<file path="src/rtl/turn_scheduler.sv">
// Tic-tac-toe move sequencer: alternates X/O turns, validates moves, drives the cell decoder select.
// Optional line-win detection is built only when WIN_DETECT_EN is defined.
module turn_scheduler #(
  parameter logic [3:0] IDLE_SEL     = 4'd15,
  parameter logic       FIRST_PLAYER = 1'b0
) (
  input  logic       clock,
  input  logic       reset,
  input  logic       start,
  input  logic       req_x,
  input  logic [3:0] cell_x,
  input  logic       req_o,
  input  logic [3:0] cell_o,
  output logic [3:0] sel,
  output logic       wr_en,
  output logic       wr_player,
  output logic       grant_x,
  output logic       grant_o,
  output logic       reject,
  output logic       turn,
  output logic [8:0] board_x,
  output logic [8:0] board_o,
  output logic [3:0] move_count,
  output logic       game_over,
  output logic [1:0] winner
);

  typedef enum logic [2:0] {S_IDLE, S_TURN, S_COMMIT, S_CHECK, S_DONE} state_t;

  state_t     state_reg, state_next;
  logic [3:0] cell_reg, cell_next;
  logic       turn_reg, turn_next;
  logic [8:0] board_x_reg, board_x_next;
  logic [8:0] board_o_reg, board_o_next;
  logic [3:0] count_reg, count_next;
  logic [1:0] winner_reg, winner_next;
  logic       arm_x_reg, arm_x_next;
  logic       arm_o_reg, arm_o_next;
  logic       reject_reg, reject_next;

  logic       req_cur, arm_cur, illegal, win;
  logic [3:0] cell_cur;
  logic [8:0] cur_mask, commit_mask;

  assign req_cur     = turn_reg ? req_o  : req_x;
  assign cell_cur    = turn_reg ? cell_o : cell_x;
  assign arm_cur     = turn_reg ? arm_o_reg : arm_x_reg;
  // Cells 9-15 shift the one-hot mask out entirely; the range test catches them.
  assign cur_mask    = 9'd1 << cell_cur;
  assign commit_mask = 9'd1 << cell_reg;
  assign illegal     = (cell_cur > 4'd8) || (|(cur_mask & (board_x_reg | board_o_reg)));

`ifdef WIN_DETECT_EN
  logic [8:0] board_cur;
  assign board_cur = turn_reg ? board_o_reg : board_x_reg;
  assign win = (&board_cur[2:0]) | (&board_cur[5:3]) | (&board_cur[8:6])
             | (board_cur[0] & board_cur[3] & board_cur[6])
             | (board_cur[1] & board_cur[4] & board_cur[7])
             | (board_cur[2] & board_cur[5] & board_cur[8])
             | (board_cur[0] & board_cur[4] & board_cur[8])
             | (board_cur[2] & board_cur[4] & board_cur[6]);
`else
  assign win = 1'b0;
`endif

  always_comb begin
    state_next   = state_reg;
    cell_next    = cell_reg;
    turn_next    = turn_reg;
    board_x_next = board_x_reg;
    board_o_next = board_o_reg;
    count_next   = count_reg;
    winner_next  = winner_reg;
    reject_next  = 1'b0;
    // A request seen low re-arms that player, so a held request is evaluated once.
    arm_x_next   = arm_x_reg | ~req_x;
    arm_o_next   = arm_o_reg | ~req_o;
    case (state_reg)
      S_IDLE, S_DONE: begin
        if (start) begin
          state_next   = S_TURN;
          board_x_next = 9'd0;
          board_o_next = 9'd0;
          count_next   = 4'd0;
          winner_next  = 2'b00;
          turn_next    = FIRST_PLAYER;
        end
      end
      S_TURN: begin
        if (req_cur && arm_cur) begin
          if (turn_reg) arm_o_next = 1'b0;
          else          arm_x_next = 1'b0;
          if (illegal) begin
            reject_next = 1'b1;
          end else begin
            cell_next  = cell_cur;
            state_next = S_COMMIT;
          end
        end
      end
      S_COMMIT: begin
        if (turn_reg) board_o_next = board_o_reg | commit_mask;
        else          board_x_next = board_x_reg | commit_mask;
        count_next = (count_reg >= 4'd9) ? 4'd9 : count_reg + 4'd1;
        state_next = S_CHECK;
      end
      S_CHECK: begin
        if (win) begin
          winner_next = turn_reg ? 2'b10 : 2'b01;
          state_next  = S_DONE;
        end else if (count_reg == 4'd9) begin
          winner_next = 2'b11;
          state_next  = S_DONE;
        end else begin
          turn_next  = ~turn_reg;
          state_next = S_TURN;
        end
      end
      default: state_next = S_IDLE;
    endcase
  end

  always_ff @(posedge clock) begin
    if (!reset) begin
      state_reg   <= S_IDLE;
      cell_reg    <= 4'd0;
      turn_reg    <= FIRST_PLAYER;
      board_x_reg <= 9'd0;
      board_o_reg <= 9'd0;
      count_reg   <= 4'd0;
      winner_reg  <= 2'b00;
      arm_x_reg   <= 1'b1;
      arm_o_reg   <= 1'b1;
      reject_reg  <= 1'b0;
    end else begin
      state_reg   <= state_next;
      cell_reg    <= cell_next;
      turn_reg    <= turn_next;
      board_x_reg <= board_x_next;
      board_o_reg <= board_o_next;
      count_reg   <= count_next;
      winner_reg  <= winner_next;
      arm_x_reg   <= arm_x_next;
      arm_o_reg   <= arm_o_next;
      reject_reg  <= reject_next;
    end
  end

  assign wr_en      = (state_reg == S_COMMIT);
  assign sel        = wr_en ? cell_reg : IDLE_SEL;
  assign wr_player  = turn_reg;
  assign grant_x    = wr_en & ~turn_reg;
  assign grant_o    = wr_en & turn_reg;
  assign reject     = reject_reg;
  assign turn       = turn_reg;
  assign board_x    = board_x_reg;
  assign board_o    = board_o_reg;
  assign move_count = count_reg;
  assign game_over  = (state_reg == S_DONE);
  assign winner     = winner_reg;

endmodule

</file>
<file path="config.mk">
export PLATFORM = sky130hd
export DESIGN_NAME = turn_scheduler
export DESIGN_NICKNAME = d
export VERILOG_FILES = /design/src/rtl/turn_scheduler.sv
export SDC_FILE = /design/constraint.sdc
export NUM_CORES = 1
export LEC_CHECK = 0
export ABC_CLOCK_PERIOD_IN_PS = 2500
export CORE_ASPECT_RATIO = 0.75
export CORE_MARGIN = 3
export CORE_UTILIZATION = 30
export DETAILED_ROUTE_END_ITERATION = 8
export PLACE_DENSITY_LB_ADDON = 0.15
export SYNTH_ARGS = -nofsm -noshare
export SYNTH_HDL_FRONTEND = slang
export SYNTH_SLANG_ARGS = --single-unit
</file>
<file path="constraint.sdc">
create_clock -name clock -period 2.5 [get_ports clock]
set_input_delay 0.5 -clock clock [delete_from_list [all_inputs] [get_ports clock]]
set_output_delay 0.5 -clock clock [all_outputs]
set_load 0.05 [all_outputs]
</file>
; Yosys cells after proc, flatten, opt, wreduce, memory -nomap -nowiden
; Cells that the tools add are included.
[word_totals]
register_bits = 35
wordCells = 84
[op_classes]
addsub = 1
magnitude_cmp = 2
n_eq_ne = 12
shift = 2
n_mux = 30
bitwise = 12
n_reduce_logical = 15
[op_table]
columns = operator, count
row1 = one-hot mux 9 bit (2 select lines), 2
row2 = two-way mux 9 bit, 3
row3 = OR 9 bit, 3
row4 = AND reduction 3 bit, 7
row5 = << shifter 1 x 4 -> 9 bit (first input constant), 2
row6 = two-way mux 4 bit, 4
row7 = two-way mux 3 bit, 4
row8 = inequality test 2 bit (second input constant), 6
row9 = one-hot mux 3 bit (4 select lines), 1
row10 = two-way mux 1 bit, 11
row11 = AND 9 bit, 1
row12 = OR reduction 9 bit, 1
row13 = one-hot mux 4 bit (2 select lines), 1
row14 = == test 3 x 2 -> 1 bit (second input constant), 2
row15 = adder 4 x 1 -> 4 bit (second input constant), 1
row16 = == test 4 bit (second input constant), 1
row17 = greater-or-equal comparator 4 bit (second input constant), 1
row18 = > comparator 4 bit (second input constant), 1
row19 = two-way mux 2 bit, 2
row20 = NOT 1 bit, 4
row21 = one-hot mux 2 bit (2 select lines), 1
row22 = nonzero test 2 bit, 2
row23 = == test 3 x 1 -> 1 bit (second input constant), 1
row24 = == test 3 bit (second input constant), 1
row25 = other kinds (9), 11

; Longest topological paths before layout
; Gate-level depths: netlist of run 1.
[depth]
word_depth = 8
mapped_depth = 8
mapped_depth_nobuf = 8

; Worst setup path after synthesis of run 1
; OpenSTA, ideal clock, no wires.
[synth_path]
path_type = register to output
startpoint = register state_reg[1]
endpoint = output port grant_o
arrival_time_ps = 1932
slack_ps = 68
stages_incl_launch_ff = 6
cell_sequence = dfxtp_1 > buf_2 > or3b_2 > clkbuf_1 > inv_1 > and2_1
[synth_via]
elab_chain_len = 2
[synth_lines]
columns = item, line
row1 = start: declaration, 30  ; state_t state_reg, state_next;
row2 = start signal: assignment, 136  ; state_reg <= state_next;
row3 = == test 3 x 2 -> 1 bit, 149  ; assign wr_en = (state_reg == S_COMMIT);
row4 = named net wr_en, 15  ; output logic wr_en,
row5 = AND 1 bit, 153  ; assign grant_o = wr_en & turn_reg;
row6 = end: declaration, 18  ; output logic grant_o,
; The timed path passes the listed nets, and every way through them passes these cells.

; Worst setup path in the final report of run 1
[layout_path]
startpoint = register state_reg[0]
endpoint = output port grant_o
[layout_via]
elab_chain_len = 2
[layout_lines]
columns = item, line
row1 = == test 3 x 2 -> 1 bit, 149
row2 = AND 1 bit, 153
; Every way passes these cells.

==> results of run 1 <==
## final cells by class
class | count | area [µm²]
Clock buffer | 7 | 76.3
Fill cell | 541 | 2820
Inverter | 8 | 30.0
Multi-Input combinational cell | 155 | 887
Sequential cell | 34 | 681
Tap cell | 72 | 90.1
Timing Repair Buffer | 54 | 538
## cells in the final DEF, fill, tap and decap left out, types with 3 or more instances in the layout
cell type / synthesis / routed
sky130_fd_sc_hd__buf_4: 2 / 13
sky130_fd_sc_hd__and2_1: 3 / 3
sky130_fd_sc_hd__or2_2: 3 / 3
sky130_fd_sc_hd__nor3_1: 9 / 9
sky130_fd_sc_hd__ha_1: 3 / 3
sky130_fd_sc_hd__nand3_1: 6 / 6
sky130_fd_sc_hd__inv_1: 8 / 8
sky130_fd_sc_hd__nand2b_1: 5 / 5
sky130_fd_sc_hd__dfxtp_1: 34 / 34
sky130_fd_sc_hd__nand3b_1: 6 / 6
sky130_fd_sc_hd__or3_1: 4 / 4
sky130_fd_sc_hd__nor2b_1: 3 / 3
sky130_fd_sc_hd__nand2_1: 14 / 14
sky130_fd_sc_hd__a31oi_1: 6 / 6
sky130_fd_sc_hd__nor2_1: 38 / 38
sky130_fd_sc_hd__clkbuf_8: 0 / 5
sky130_fd_sc_hd__o21ai_0: 5 / 5
sky130_fd_sc_hd__a21oi_1: 24 / 24
sky130_fd_sc_hd__buf_12: 0 / 3
sky130_fd_sc_hd__clkdlybuf4s50_1: 0 / 38
## through the flow
step | setup WS (ps) | total power, µW | std cells
after floorplan | 68.0 | 710 | 208
after global placement | 112 | 785 | 323
after detailed placement | 66.1 | 785 | 323
after CTS | 102 | 1170 | 330
after global routing | 0.0342 | 1200 | 330
final | 100 | 1150 | 330
## worst register-to-register path: stages, from the launching register on
cell,delay (ps)
sky130_fd_sc_hd__dfxtp_1,470
sky130_fd_sc_hd__mux2_2,400
sky130_fd_sc_hd__or3_1,310
sky130_fd_sc_hd__a32oi_1,240
sky130_fd_sc_hd__and3b_2,270
sky130_fd_sc_hd__nor3_1,70
sky130_fd_sc_hd__a311oi_2,230
## layer usage
metal | vias to the layer above | wire length (µm) | GRT usage
met5 | - | 0 | 0
met4 | 0 | 48 | 0.0395
met3 | 6 | 373 | 0.0506
met2 | 59 | 1690 | 0.189
met1 | 750 | 2510 | 0.223
li1 | 836 | - | -
## cell families after synthesis
family | synth area share
AND/OR/NAND/NOR | 0.308
buffers and inverters | 0.0536
multiplexers | 0.0272
adder cells (fa/ha/maj) | 0.0227
AO/OA/AOI/OAI | 0.177
flip-flops | 0.411
## path summary, 6_finish.rpt
path | depth (start not counted) | slack (ps) | end
min reg2reg | 2 | 470 | arm_o_reg
max reg2reg | 6 | 420 | cell_reg[1]
max | 4 | 100 | grant_o
min | 2 | 470 | arm_o_reg
## where the power goes
part	internal (µW)	switching [µW]
clock	191	184
sequential	555	18.4
combinational	80.1	122
==> metrics.txt, run 1 <==
# TYPE chip_impl_metric gauge
chip_impl_metric{name="critical_path.max_fanout",unit=""} 10
chip_impl_metric{name="first_iter_violations",unit=""} 64
chip_impl_metric{name="p_leak",unit="µW"} 0.000868
chip_impl_info{name="synth.most_common_cell",value="sky130_fd_sc_hd__nor2_1"} 1
chip_impl_metric{name="final_nets",unit=""} 274
chip_impl_metric{name="floorplan.rows",unit=""} 22
chip_impl_info{name="synthTopCellsByArea",value="sky130_fd_sc_hd__dfxtp_1 (41%), sky130_fd_sc_hd__nor2_1 (8.6%), sky130_fd_sc_hd__a21oi_1 (7.3%)"} 1
chip_impl_info{name="launching_point_of_the_worst_reg2reg_path",value="turn"} 1
chip_impl_metric{name="clkSinkCount",unit=""} 34
chip_impl_metric{name="cp_data_required_time",unit="ps"} 2000
chip_impl_metric{name="grt_pass1_vias",unit=""} 1539
chip_impl_metric{name="cts.hold.buffers_added",unit=""} 0
chip_impl_metric{name="n_antenna_cell",unit=""} 0
chip_impl_metric{name="grtUsageTotal",unit=""} 0.146
chip_impl_metric{name="finalWorstPathRequiredPeriod",unit="ps"} 2400
chip_impl_metric{name="slew_violations",unit=""} 0
chip_impl_metric{name="synth_async_sr_flop_share",unit=""} 0
chip_impl_metric{name="drv_cap",unit=""} 0
chip_impl_metric{name="slowest_delay",unit="ps"} 580
chip_impl_info{name="ys_top_cells_by_count",value="sky130_fd_sc_hd__nor2_1 (38), sky130_fd_sc_hd__dfxtp_1 (34), sky130_fd_sc_hd__a21oi_1 (24)"} 1
chip_impl_metric{name="placement.io_buffers",unit=""} 47
chip_impl_metric{name="vdd_ir_drop_max",unit="mV"} 0.202
chip_impl_metric{name="gr-total-overflow",unit=""} 0
chip_impl_info{name="predominant_post_synthesis_flop_cell",value="sky130_fd_sc_hd__dfxtp_1"} 1
chip_impl_metric{name="yosys_register_bits",unit=""} 34
chip_impl_metric{name="grt_antenna_before_repair",unit=""} 0
chip_impl_metric{name="first_pass_iters",unit=""} 4
chip_impl_info{name="cp_startpoint",value="state_reg[0]"} 1
chip_impl_metric{name="drive_above_1_share",unit=""} 0.120
chip_impl_info{name="run_status",value="finished, final reports clean"} 1
chip_impl_metric{name="die_x",unit="µm"} 91.8
chip_impl_info{name="rsz0062_at_grt",value="false"} 1
chip_impl_metric{name="critPathArrivalTime",unit="ps"} 1900
chip_impl_metric{name="report.final.hold_viol_count",unit=""} 0
chip_impl_metric{name="syn_avg_cell_area",unit="µm²"} 7.96
chip_impl_metric{name="htreeDepth",unit=""} 2
chip_impl_metric{name="finalSetupTns",unit="ps"} 0
chip_impl_metric{name="dp_hpwl",unit="µm"} 3500
chip_impl_metric{name="cts.repair.resized",unit=""} 0
chip_impl_metric{name="critical_path.n_buffers_inverters",unit=""} 2
chip_impl_metric{name="tightest_slew",unit="ps"} 508
chip_impl_info{name="synth_top_cell_by_area",value="sky130_fd_sc_hd__dfxtp_1"} 1
chip_impl_metric{name="ys_types",unit=""} 40
chip_impl_info{name="crit_type",value="flop to primary output"} 1
chip_impl_metric{name="gp_congestion",unit=""} 0.897
chip_impl_metric{name="setup_viol",unit=""} 0
chip_impl_metric{name="initial_utilization",unit=""} 0.324
chip_impl_metric{name="cts_inserted_buffers",unit=""} 5
chip_impl_metric{name="synthesis.nets",unit=""} 224
chip_impl_metric{name="post_dp_cell_area",unit="µm²"} 2230
chip_impl_metric{name="post_synth_instance_area",unit="µm²"} 1660
chip_impl_metric{name="routed_antenna_nets",unit=""} 0
chip_impl_info{name="cts_root_buf",value="sky130_fd_sc_hd__clkbuf_8"} 1
chip_impl_info{name="critical_path.endpoint_type",value="primary output"} 1
chip_impl_metric{name="synthCells",unit=""} 208
chip_impl_metric{name="cell_area_after_layout",unit="µm²"} 2300
chip_impl_metric{name="synth_top_cell_area_share",unit=""} 0.411
chip_impl_metric{name="worst_clock_skew",unit="ps"} 6.70
chip_impl_metric{name="clk_transition_reported_paths",unit="ps"} 60
chip_impl_metric{name="fin_crit_sh",unit=""} 0.960
chip_impl_info{name="tritoncts",value="yes"} 1
chip_impl_metric{name="worst_skew_pair_later_pin_latency",unit="ps"} 290
chip_impl_metric{name="maximum_number_of_pins_on_one_net_before_global_route_repair",unit=""} 20
chip_impl_metric{name="seq_area_frac_synth",unit=""} 0.411
chip_impl_metric{name="ios",unit=""} 48
chip_impl_metric{name="max-slew-margin-rel",unit=""} 0.660
chip_impl_info{name="hold_start",value="arm_o_reg"} 1
chip_impl_metric{name="global_route_wire_length_before_repair",unit="µm"} 7510
chip_impl_info{name="critPathTopFamily",value="simple AND/OR/NAND/NOR gates"} 1
chip_impl_info{name="critical_path.slowest_cell",value="sky130_fd_sc_hd__or3b_2"} 1
chip_impl_info{name="start_kind",value="flop"} 1
chip_impl_metric{name="syn_to_final_growth",unit="%"} 39.0
chip_impl_metric{name="vias",unit=""} 1651
chip_impl_metric{name="finish.utilization",unit=""} 0.450
chip_impl_metric{name="cts.repair_timing.setup_buffer_count",unit=""} 0
chip_impl_metric{name="postRouteWirelength",unit="µm"} 4630
chip_impl_metric{name="route.detailed.wl_per_inst",unit="µm"} 14.0
chip_impl_metric{name="die_area",unit="µm²"} 6460
chip_impl_info{name="timing.hold.worst.class",value="flop to flop"} 1
chip_impl_metric{name="core_area",unit="µm²"} 5120
chip_impl_metric{name="power.density_cell_area",unit="nW/µm²"} 500
chip_impl_metric{name="synth_edf_count",unit=""} 0
chip_impl_metric{name="whs",unit="ps"} 472
chip_impl_metric{name="max_clock_freq",unit="GHz"} 0.417
chip_impl_info{name="path_cells",value="or3b_2 > inv_1 > and2_1 > buf_12"} 1
chip_impl_metric{name="route.detailed.drc",unit=""} 0
chip_impl_metric{name="clk_path_buf_depth",unit=""} 2
chip_impl_metric{name="die-height",unit="µm"} 70.4
chip_impl_metric{name="ys_warn_count",unit=""} 0
chip_impl_metric{name="via_cell_ratio",unit=""} 5.00
Note: power is estimated with default switching activity, not from simulation.
==> run 2, diff against run 1 <==
CAP_MARGIN = 20   (was default)
GPL_TIMING_DRIVEN = 0   (was default)
==> metrics.txt, run 2 (synthesis results as in run 1) <==
# TYPE chip_impl_metric gauge
chip_impl_metric{name="cts.repair_timing.setup_buffer_count",unit=""} 0
chip_impl_info{name="run_status",value="finished, final reports clean"} 1
chip_impl_metric{name="sw_share",unit=""} 0.291
chip_impl_metric{name="via_cell_ratio",unit=""} 4.87
chip_impl_metric{name="floorplan.rows",unit=""} 22
chip_impl_metric{name="global_route_wire_length_before_repair",unit="µm"} 7840
chip_impl_metric{name="power_switching",unit="µW"} 349
chip_impl_metric{name="fin_crit_sh",unit=""} 0.940
chip_impl_info{name="critical_path.endpoint_type",value="primary output"} 1
chip_impl_metric{name="syn_to_final_growth",unit="%"} 37.3
chip_impl_metric{name="htreeDepth",unit=""} 2
chip_impl_metric{name="first_iter_violations",unit=""} 103
chip_impl_metric{name="clkSinkCount",unit=""} 34
chip_impl_metric{name="setup_viol",unit=""} 0
chip_impl_info{name="timing.hold.worst.class",value="flop to flop"} 1
chip_impl_metric{name="report.final.hold_viol_count",unit=""} 0
chip_impl_metric{name="gr-total-overflow",unit=""} 0
chip_impl_metric{name="n_antenna_cell",unit=""} 0
chip_impl_metric{name="initial_utilization",unit=""} 0.324
chip_impl_metric{name="die-height",unit="µm"} 70.4
chip_impl_metric{name="power_frac_comb",unit=""} 0.172
chip_impl_metric{name="vdd_ir_drop_max",unit="mV"} 0.250
chip_impl_metric{name="max_clock_freq",unit="GHz"} 0.425
chip_impl_info{name="most-common-layout-cells",value="sky130_fd_sc_hd__clkdlybuf4s50_1 (40), sky130_fd_sc_hd__nor2_1 (38), sky130_fd_sc_hd__dfxtp_1 (34)"} 1
chip_impl_metric{name="cts_inserted_buffers",unit=""} 5
chip_impl_metric{name="nFillCells",unit=""} 562
chip_impl_metric{name="p_leak",unit="µW"} 0.000853
chip_impl_metric{name="final_nets",unit=""} 277
chip_impl_metric{name="tightest_slew",unit="ps"} 509
chip_impl_metric{name="finalWorstPathRequiredPeriod",unit="ps"} 2350
chip_impl_metric{name="finish.utilization",unit=""} 0.444
chip_impl_metric{name="route.detailed.drc",unit=""} 0
chip_impl_metric{name="grtUsageTotal",unit=""} 0.152
chip_impl_info{name="crit_type",value="flop to primary output"} 1
chip_impl_metric{name="grt_antenna_before_repair",unit=""} 0
chip_impl_metric{name="final-seq-area",unit="µm²"} 681
chip_impl_metric{name="p_int",unit="µW"} 852
chip_impl_metric{name="whs",unit="ps"} 475
chip_impl_metric{name="critPathArrivalTime",unit="ps"} 1850
chip_impl_metric{name="maximum_number_of_pins_on_one_net_before_global_route_repair",unit=""} 11
chip_impl_metric{name="power.density_cell_area",unit="nW/µm²"} 528
chip_impl_metric{name="first_pass_iters",unit=""} 4
chip_impl_metric{name="grt_pass1_vias",unit=""} 1568
chip_impl_metric{name="gp_congestion",unit=""} 0.777
chip_impl_metric{name="drv_cap",unit=""} 0
chip_impl_info{name="rsz0062_at_grt",value="false"} 1
chip_impl_metric{name="proportion_of_power_drawn_by_the_clock_network",unit=""} 0.359
chip_impl_metric{name="max-slew-margin-rel",unit=""} 0.661
chip_impl_metric{name="ios",unit=""} 48
chip_impl_metric{name="routed_antenna_nets",unit=""} 0
chip_impl_metric{name="finalPower",unit="µW"} 1200
chip_impl_metric{name="route.detailed.wl_per_inst",unit="µm"} 14.1
chip_impl_metric{name="finalSetupTns",unit="ps"} 0
chip_impl_metric{name="vias",unit=""} 1626
chip_impl_metric{name="worst_clock_skew",unit="ps"} 1.75
chip_impl_metric{name="clk_path_buf_depth",unit=""} 2
chip_impl_info{name="tritoncts",value="yes"} 1
chip_impl_metric{name="drive_above_1_share",unit=""} 0.115
chip_impl_metric{name="clk_transition_reported_paths",unit="ps"} 70
chip_impl_metric{name="postRouteWirelength",unit="µm"} 4720
chip_impl_info{name="cts_root_buf",value="sky130_fd_sc_hd__clkbuf_8"} 1
chip_impl_metric{name="multi_input_comb_area",unit="µm²"} 887
chip_impl_metric{name="slew_violations",unit=""} 0
chip_impl_metric{name="cp_data_required_time",unit="ps"} 2000
chip_impl_metric{name="core_area",unit="µm²"} 5120
chip_impl_metric{name="die_x",unit="µm"} 91.8
chip_impl_metric{name="dp_hpwl",unit="µm"} 3470
chip_impl_metric{name="die_area",unit="µm²"} 6460
chip_impl_metric{name="critical_path.max_fanout",unit=""} 10
chip_impl_metric{name="sequentialPowerShare",unit=""} 0.469
chip_impl_info{name="commonest_non_fill_non_tap_cell_in_the_layout",value="sky130_fd_sc_hd__clkdlybuf4s50_1"} 1
chip_impl_info{name="start_kind",value="flop"} 1
chip_impl_metric{name="placement.io_buffers",unit=""} 47
chip_impl_metric{name="worst_skew_pair_later_pin_latency",unit="ps"} 290
## run 2: cell types whose count changed in the layout (fill, tap and decap cells not counted), moves of 2 or more
cell / previous run / this run
sky130_fd_sc_hd__buf_12: 3 / 0
sky130_fd_sc_hd__buf_2: 0 / 7
sky130_fd_sc_hd__buf_4: 13 / 2
sky130_fd_sc_hd__clkbuf_1: 2 / 6
sky130_fd_sc_hd__clkbuf_4: 0 / 2
sky130_fd_sc_hd__clkdlybuf4s50_1: 38 / 40
## run 2: power groups by stage
stage | Sequential [µW] | Clock [µW] | Combinational [µW]
detailed placement | 575 | 0 | 207
CTS | 563 | 441 | 207
global placement | 575 | 0 | 208
finish | 563 | 431 | 207
floorplan | 595 | 0 | 114
global route | 565 | 463 | 228
## run 2: layout make-up
class                           instances  area share
Clock buffer                            7      0.0380
Inverter                                8      0.0132
Tap cell                               72      0.0396
Multi-Input combinational cell        155       0.390
Timing Repair Buffer                   47       0.193
Clock inverter                          1     0.00220
Buffer                                 10      0.0253
Sequential cell                        34       0.299
## run 2: final timing paths
check	slack, ps	end	cells past startpoint	from
hold reg to reg	480	arm_o_reg	2	arm_o_reg
setup reg to reg	410	cell_reg[1]	8	turn
setup / recovery	150	game_over	4	state_reg[1]
hold / removal	480	arm_o_reg	2	arm_o_reg
## run 2: per-layer routing
| layer | GRT usage | wire, µm | up-vias |
|---|---|---|---|
| li1 | - | - | 835 |
| met1 | 0.243 | 2720 | 737 |
| met2 | 0.188 | 1660 | 50 |
| met3 | 0.0495 | 310 | 4 |
| met4 | 0.0395 | 36 | 0 |
| met5 | 0 | 0 | - |
## run 2: worst max-delay path, stage by stage, from the launching register on
cell                              delay [ps]
sky130_fd_sc_hd__dfxtp_1                 310
sky130_fd_sc_hd__clkbuf_4                170
sky130_fd_sc_hd__nor2_1                  130
sky130_fd_sc_hd__and2_1                  150
sky130_fd_sc_hd__clkdlybuf4s50_1         800
## run 2: repair_timing
| item | CTS | global route |
|---|---|---|
| gates resized for setup | 32 | 6 |
| setup endpoints to repair | 7 | 6 |
| hold buffers | 0 | 0 |
## run 2: metrics by stage
stage | instance area [µm²] | cells | worst slack [ps]
2_1_floorplan | 1660 | 208 | 68.0
3_3_place_gp | 2220 | 327 | -256
3_5_place_dp | 2220 | 327 | -255
4_1_cts | 2290 | 335 | 24.8
5_1_grt | 2270 | 334 | 55.7
6_report | 2270 | 334 | 149
==> run 3, diff against run 2 <==
TNS_END_PERCENT = 30   (was default)
==> metrics.txt, run 3 (synthesis results as in run 1) <==
# TYPE chip_impl_metric gauge
chip_impl_info{name="start_kind",value="flop"} 1
chip_impl_metric{name="fin_crit_sh",unit=""} 0.944
chip_impl_metric{name="final_nets",unit=""} 277
chip_impl_metric{name="p_leak",unit="µW"} 0.000857
chip_impl_metric{name="grt_antenna_before_repair",unit=""} 0
chip_impl_metric{name="clk_path_buf_depth",unit=""} 2
chip_impl_metric{name="max_clock_freq",unit="GHz"} 0.424
chip_impl_metric{name="gr-total-overflow",unit=""} 0
chip_impl_metric{name="route.detailed.wl_per_inst",unit="µm"} 14.2
chip_impl_info{name="tritoncts",value="yes"} 1
chip_impl_metric{name="slowest_delay",unit="ps"} 530
chip_impl_metric{name="finish.cell_count_without_fillers",unit=""} 334
chip_impl_metric{name="placement.io_buffers",unit=""} 47
chip_impl_metric{name="power_frac_comb",unit=""} 0.173
chip_impl_metric{name="worst_clock_skew",unit="ps"} 1.76
chip_impl_metric{name="n_antenna_cell",unit=""} 0
chip_impl_metric{name="dp_hpwl",unit="µm"} 3470
chip_impl_metric{name="nFillCells",unit=""} 563
chip_impl_info{name="run_status",value="finished, final reports clean"} 1
chip_impl_info{name="cts_root_buf",value="sky130_fd_sc_hd__clkbuf_8"} 1
chip_impl_info{name="critical_path.endpoint_type",value="primary output"} 1
chip_impl_metric{name="worst_skew_pair_later_pin_latency",unit="ps"} 290
chip_impl_metric{name="ios",unit=""} 48
chip_impl_info{name="crit_type",value="flop to primary output"} 1
chip_impl_metric{name="route.detailed.drc",unit=""} 0
chip_impl_metric{name="die-height",unit="µm"} 70.4
chip_impl_metric{name="proportion_of_power_drawn_by_the_clock_network",unit=""} 0.358
chip_impl_metric{name="global_route_wire_length_before_repair",unit="µm"} 7840
chip_impl_metric{name="vdd_ir_drop_max",unit="mV"} 0.250
chip_impl_metric{name="clkSinkCount",unit=""} 34
chip_impl_metric{name="slew_violations",unit=""} 0
chip_impl_metric{name="sw_share",unit=""} 0.290
chip_impl_metric{name="floorplan.rows",unit=""} 22
chip_impl_metric{name="core_area",unit="µm²"} 5120
chip_impl_metric{name="critical_path.n_buffers_inverters",unit=""} 3
chip_impl_metric{name="critPathArrivalTime",unit="ps"} 1860
chip_impl_info{name="most-common-layout-cells",value="sky130_fd_sc_hd__clkdlybuf4s50_1 (40), sky130_fd_sc_hd__nor2_1 (38), sky130_fd_sc_hd__dfxtp_1 (34)"} 1
chip_impl_metric{name="critical_path.max_fanout",unit=""} 10
chip_impl_metric{name="htreeDepth",unit=""} 2
chip_impl_metric{name="gp_congestion",unit=""} 0.777
chip_impl_metric{name="p_int",unit="µW"} 852
chip_impl_metric{name="vias",unit=""} 1631
chip_impl_metric{name="report.final.hold_viol_count",unit=""} 0
chip_impl_info{name="timing.hold.worst.class",value="flop to flop"} 1
chip_impl_metric{name="routed_antenna_nets",unit=""} 0
chip_impl_metric{name="regToRegSetupSlack",unit="ps"} 420
chip_impl_metric{name="setup_viol",unit=""} 0
chip_impl_metric{name="cts_inserted_buffers",unit=""} 5
chip_impl_metric{name="tightest_slew",unit="ps"} 510
chip_impl_info{name="path_cells",value="clkbuf_4 > or3b_2 > inv_2 > nand2_1 > clkdlybuf4s15_2"} 1
chip_impl_info{name="critPathTopFamily",value="buffers and inverters"} 1
chip_impl_metric{name="die_area",unit="µm²"} 6460
chip_impl_metric{name="via_cell_ratio",unit=""} 4.88
chip_impl_metric{name="sequentialPowerShare",unit=""} 0.469
chip_impl_metric{name="cts.hold.buffers_added",unit=""} 0
chip_impl_metric{name="finalSetupTns",unit="ps"} 0
chip_impl_metric{name="multi_input_comb_area",unit="µm²"} 887
chip_impl_metric{name="die_x",unit="µm"} 91.8
chip_impl_metric{name="cp_data_required_time",unit="ps"} 2000
chip_impl_metric{name="grt_pass1_vias",unit=""} 1568
chip_impl_metric{name="postRouteWirelength",unit="µm"} 4730
chip_impl_metric{name="drv_cap",unit=""} 0
chip_impl_metric{name="power.density_cell_area",unit="nW/µm²"} 526
chip_impl_metric{name="dp.cells",unit=""} 327
chip_impl_info{name="critical_path.slowest_cell",value="sky130_fd_sc_hd__or3b_2"} 1
chip_impl_metric{name="power_switching",unit="µW"} 348
chip_impl_metric{name="first_pass_iters",unit=""} 4
chip_impl_metric{name="maximum_number_of_pins_on_one_net_before_global_route_repair",unit=""} 11
chip_impl_metric{name="final-seq-area",unit="µm²"} 681
chip_impl_metric{name="initial_utilization",unit=""} 0.324
chip_impl_metric{name="first_iter_violations",unit=""} 103
chip_impl_info{name="commonest_non_fill_non_tap_cell_in_the_layout",value="sky130_fd_sc_hd__clkdlybuf4s50_1"} 1
chip_impl_metric{name="syn_to_final_growth",unit="%"} 37.7
chip_impl_metric{name="max-slew-margin-rel",unit=""} 0.660
chip_impl_info{name="rsz0062_at_grt",value="false"} 1
chip_impl_metric{name="finalWorstPathRequiredPeriod",unit="ps"} 2360
chip_impl_metric{name="clk_transition_reported_paths",unit="ps"} 70
chip_impl_metric{name="grtUsageTotal",unit=""} 0.152
chip_impl_metric{name="drive_above_1_share",unit=""} 0.115
run 3: worst paths after layout:
check / start / endpoint / cells past startpoint
setup / recovery: state_reg[1] / sel[3] / 5
hold / removal: arm_o_reg / arm_o_reg / 2
setup reg to reg: turn / cell_reg[1] / 8
hold reg to reg: arm_o_reg / arm_o_reg / 2
run 3: what timing repair did:
item	CTS	global route
pin swaps	0	0
cloned	0	0
setup endpoints to repair	7	7
gates resized for setup	26	10
setup buffers	0	0
run 3: final cells by class:
cell class | count | area share
multi-input cells | 155 | 0.389
flip-flops and latches | 34 | 0.298
repair buffers | 47 | 0.195
well taps | 72 | 0.0395
clock buffers | 7 | 0.0378
plain buffers | 10 | 0.0252
inverters | 8 | 0.0132
clock inverters | 1 | 0.00219
run 3: layer usage:
layer / part of all wire / vias to the layer above / global-route usage
met4: 0.0076 / 0 / 0.0395
met5: 0 / - / 0
li1: - / 834 / -
met1: 0.57 / 740 / 0.243
met2: 0.35 / 53 / 0.188
met3: 0.067 / 4 / 0.0495
run 3: stage by stage:
step	total power, µW	util	setup slack (ps)	hold WS [ps]	area, µm²
5_1_grt	1260	0.446	49.5	506	2280
6_report	1200	0.446	140	475	2280
2_1_floorplan	710	-	68.0	438	1660
4_1_cts	1210	0.451	-51.5	479	2310
3_3_place_gp	783	0.433	-256	454	2220
3_5_place_dp	783	0.433	-255	462	2220
run 3: worst register-to-register path: stages (launching register included):
cell and delay [ps]:
sky130_fd_sc_hd__dfxtp_1 390, sky130_fd_sc_hd__buf_6 160, sky130_fd_sc_hd__clkbuf_1 370, sky130_fd_sc_hd__nand2_1 170, sky130_fd_sc_hd__o22ai_1 210, sky130_fd_sc_hd__a32oi_2 100, sky130_fd_sc_hd__and3b_2 270, sky130_fd_sc_hd__nor3_1 220
sky130_fd_sc_hd__a311oi_2 70
run 3: power by group through the flow:
stage	clock network (µW)	registers, µW	logic, µW
floorplan	0	595	114
global placement	0	575	208
detailed placement	0	575	207
CTS	441	563	208
global route	463	565	229
finish	429	563	207
